File: src/rtl/stack_port.sv
// stack_port: push/pop sequencer owning an 8-entry register-file stack.
//   Runs on posedge Clk; the external pointer block updates SP/EMPTY on negedge.
//   Clk, Rst              clock, synchronous active-high reset
//   PUSH_REQ, POP_REQ     held requests (push wins when both are high)
//   DIN / DOUT            push data (latched at acceptance) / pop data (valid with ACK)
//   ACK, ERR, BUSY        completion pulse, overflow/underflow pulse, in-progress flag
//   SP, FULL, EMPTY       pointer state from the pointer block (FULL informational)
//   SP_INC, SP_DEC        one-cycle strobes to the pointer block
//   Optional macro STACK_PEEK_EN adds TOP / TOP_VALID combinational peek outputs.
module stack_port #(
    parameter int WIDTH = 8
) (
    input  logic             Clk,
    input  logic             Rst,
    input  logic             PUSH_REQ,
    input  logic             POP_REQ,
    input  logic [WIDTH-1:0] DIN,
    output logic [WIDTH-1:0] DOUT,
    output logic             ACK,
    output logic             ERR,
    output logic             BUSY,
    input  logic [2:0]       SP,
    input  logic             FULL,
    input  logic             EMPTY,
    output logic             SP_INC,
    output logic             SP_DEC
`ifdef STACK_PEEK_EN
   ,output logic [WIDTH-1:0] TOP,
    output logic             TOP_VALID
`endif
);
    typedef enum logic [2:0] {IDLE, PUSH, POP, SETTLE, DONE} state_t;
    state_t state, next;
    logic [WIDTH-1:0] mem [8];
    logic [WIDTH-1:0] data;
    logic err;
    logic ovf;
    logic [2:0] wr_idx;
    logic unused;
    assign unused = FULL;
    // Overflow is judged from the pointer itself, never from FULL.
    assign ovf = !EMPTY && SP == 3'd7;
    // An empty stack fills slot 0 while the pointer only clears EMPTY.
    assign wr_idx = EMPTY ? 3'd0 : SP + 3'd1;
    always_comb begin
        next = state;
        case (state)
            IDLE:     next = PUSH_REQ ? PUSH : POP_REQ ? POP : IDLE;
            PUSH:     next = SETTLE;
            POP:      next = SETTLE;
            SETTLE:   next = DONE;
            DONE:     next = IDLE;
            default:  next = IDLE;
        endcase
    end
    always_ff @(posedge Clk) begin
        if (Rst) state <= IDLE;
        else     state <= next;
    end
    always_ff @(posedge Clk) begin
        if (Rst) begin
            SP_INC <= 1'b0;
            SP_DEC <= 1'b0;
            ACK    <= 1'b0;
            ERR    <= 1'b0;
            BUSY   <= 1'b0;
            DOUT   <= '0;
            err    <= 1'b0;
        end else begin
            BUSY   <= next != IDLE;
            ACK    <= next == DONE;
            ERR    <= next == DONE && err;
            // Strobes are registered so they live in SETTLE, where the pointer's negedge lands.
            SP_INC <= state == PUSH && !ovf;
            SP_DEC <= state == POP && !EMPTY;
            err    <= state == PUSH ? ovf : state == POP ? EMPTY : state == DONE ? 1'b0 : err;
            if (state == POP && !EMPTY) DOUT <= mem[SP];
        end
    end
    always_ff @(posedge Clk) begin
        if (!Rst && state == IDLE && PUSH_REQ) data <= DIN;
        if (!Rst && state == PUSH && !ovf) mem[wr_idx] <= data;
    end
`ifdef STACK_PEEK_EN
    assign TOP_VALID = !EMPTY;
    assign TOP = TOP_VALID ? mem[SP] : '0;
`endif
endmodule

File: config.mk
export PLATFORM = sky130hd
export DESIGN_NAME = stack_port
export DESIGN_NICKNAME = d
export VERILOG_FILES = /design/src/rtl/stack_port.sv
export SDC_FILE = /design/constraint.sdc
export NUM_CORES = 1
export LEC_CHECK = 0
export CAP_MARGIN = 5
export CORE_MARGIN = 4
export CORE_UTILIZATION = 66
export CTS_CLUSTER_SIZE = 12
export DETAILED_ROUTE_END_ITERATION = 7
export DONT_BUFFER_PORTS = 1
export PLACE_DENSITY = 0.82
export SETUP_SLACK_MARGIN = 0.05
export SYNTH_ARGS = -nofsm -noshare
export SYNTH_HDL_FRONTEND = slang
export SYNTH_SLANG_ARGS = --single-unit
File: constraint.sdc
create_clock -name Clk -period 3.55 [get_ports Clk]
set_input_delay 0.355 -clock Clk [delete_from_list [all_inputs] [get_ports Clk]]
set_output_delay 0.355 -clock Clk [all_outputs]
set_load 0.01 [all_outputs]
==> results.toml <==
[outcome]
status = "finished clean"

[critical_path]
crit_path_max_fanout = 9
crit_path_end_kind = "flip-flop"
critical_path.slowest_cell = "nor2_1"
crit_required_ns = 3.53
startpoint_type = "flip-flop"
cp_slowest_stage_delay_ns = 0.69
arrival_ns = 1.97
path_cells = "nor2b_1, nand4_1, nor2_1"
worst-setup-path-type = "reg2reg"

[drt]
wire_per_inst_um = 21.1
drt-total-wl_mm = 5.87
drtIter0Drc = 198
drcViolationCount = 0
first_pass_iters = 4
ant_nets = 0
route.vias.total = 1698
vias_per_cell = 6.11

[clock_network]
cts_tree = "built"
clockBufferDepth = 2
post-cts-setup-buffers = 0
clock_latency_ns = 0.35
cts_max_level = 3
post_cts_resized = 0
path_clk_slew_ns = 0.08
root_buffer = "clkbuf_8"
ctsHoldBuffers = 0
cts_buffers = 9
clock-sinks = 89

[cells_and_area]
fin_area_mm2 = 0.00365
layout-drive-gt1-share = 0.114
fin_nets = 225
antenna_cells = 0
final_util = 0.749
syn2layout_area_growth_pct = 7.07
finalNonFillerCells = 278

[placed_design]
dp_hpwl_mm = 3.80
port-buffer-count = 0
dp.cells = 262
place.gp.congestion = 0.769
pre_cts_slack_ns = 1.41
placed_area_mm2 = 0.00344

[logic_synthesis]
synth_top_area_share = 0.633
synth.avg_cell_area_um2 = 16.9
syn_area_mm2 = 0.00341
synthCells = 202
syn_nets = 221
synth_edf_count = 72
async_reset_ff_frac = 0
synthDistinctLibCells = 32
synth_warnings = 0
ys_ff_latch = 89
yosysSeqAreaShare = 0.733
synth_top_cell_by_area = "edfxtp_1"
synthTopCellsByArea = "edfxtp_1, dfxtp_1, mux2i_1"
ys.flop_type = "edfxtp_1"

[timing]
fmax_mhz = 501
post-route-period-util = 0.562
setup_viol_count_final = 0
skew_ns = 0.0109
rsz0062_at_grt = "false"
drv_slew = 0
finalWorstSetupSlack_ns = 1.55
fin_tns_setup_ns = 0
tightest_slew_ns = 0.820
min_period_ns = 2.00
finalHoldViolCount = 0
maxSlewHeadroom = 0.451

[global_routing]
grt-ovfl-total = 0
grt_pass1_wl_mm = 9.29
antenna_found_initial = 0
grt_max_degree = 39
track_usage = 0.206
grt_pass1_vias = 1719

[pwr]
p_leak_nw = 1.26
ir_worst_vdd_mv = 0.367
p_per_area_mw_per_mm2 = 550

[die]
core_area_mm2 = 0.00488
fp.dieH_um = 79.9
io_pins = 30
die_w_um = 79.9
die_area_mm2 = 0.00639
rows = 25
initial_core_util = 0.699

[hold_path]
min-delay-path-class = "in2reg"

[job]
cap_violations = 0
==> kinds of logic (layout without fill, tap and decap cells) <==
kind of cell,Yosys count,after routing,share of synthesized area
and+or+nand+nor,37,37,0.0641
adders and majority gates,2,2,0.00733
xor gates and xnor gates,1,1,0.00257
DFF,89,89,0.733
buffers and inverters,11,20,0.0257
muxes,33,33,0.0971
AOI/OAI and AO/OA,29,29,0.0700
==> power breakdown <==
| group | internal [W] | switching (W) | leakage, nW |
|---|---|---|---|
| clock network | 0.000399 | 0.000345 | 0.0991 |
| logic | 0.0000411 | 0.0000464 | 0.376 |
| registers | 0.00115 | 0.0000287 | 0.789 |
==> metrics by stage <==
stage | hold slack, ns | power (W)
2_1_floorplan | 0.431 | 0.00128
3_3_place_gp | 0.432 | 0.00128
3_5_place_dp | 0.435 | 0.00129
4_1_cts | 0.0647 | 0.00202
5_1_grt | 0.0644 | 0.00208
6_report | 0.0783 | 0.00201
==> routing by layer <==
metal / share of wire / vias up / GRT usage
li1: - / 799 / -
met1: 0.45 / 837 / 0.289
met2: 0.48 / 55 / 0.315
met3: 0.058 / 7 / 0.0429
met4: 0.015 / 0 / 0.0861
met5: 0 / - / 0
==> area by class of cell <==
cell class,count,area [um^2]
flip-flops and latches,89,2500
fillers,301,1220
multi-input cells,102,823
clock buffers,10,128
clock inverters,6,91.3
well taps,67,83.8
repair buffers,3,22.5
inverters,1,3.75
==> critical path, delay by kind of cell (launching register included) <==
family | cells | cell delay [ns]
flops | 1 | 0.53
simple gates | 3 | 1.10
==> synth_stat cells, types with 2 or more instances <==
cell type / n
and2_1: 2
ha_1: 2
nor2b_1: 4
a22oi_1: 16
a21oi_1: 3
a32o_1: 7
nor3_1: 5
buf_1: 3
nor2_1: 10
nand2b_1: 2
buf_6: 6
mux2i_1: 32
and2b_1: 2
nand2_1: 3
dfxtp_1: 17
edfxtp_1: 72
==> worst paths after layout <==
path                 start        end  slack [ns]  cells past startpoint
setup / recovery  state[0]  mem[5][6]        1.55                      3
hold / removal         Rst        ACK        0.08                      1
setup reg to reg  state[0]  mem[5][6]        1.55                      3
hold reg to reg        err        ERR        0.49                      1
==> sequential cells by signal (all words and copies together), names as in the netlist <==
register,count
SP_INC,1
data,8
SP_DEC,1
mem,64
ACK,1
state,3
BUSY,1
DOUT,8
err,1
ERR,1
==> layout by cell type (no fill, tap or decap), drive strengths merged <==
cell      Yosys  routed
nand2         3       3
mux2i        32      32
and2b         2       2
nand3         1       1
nand3b        1       1
mux2          1       1
nor2b         4       4
nor4b         2       2
edfxtp       72      72
nor3          6       6
clkbuf        0      10
a32o          8       8
nand4         1       1
o221a         1       1
xor2          1       1
nor2         11      11
clkinvlp      0       3
nand2b        2       2
inv           1       2
or3           1       1
bufinv        0       2
dfxtp        17      17
o41a          1       1
and2          2       2
buf          10       3
a21oi         3       3
a22oi        16      16
ha            2       2
and3          1       1
Note: power is estimated with default switching activity, not from simulation.
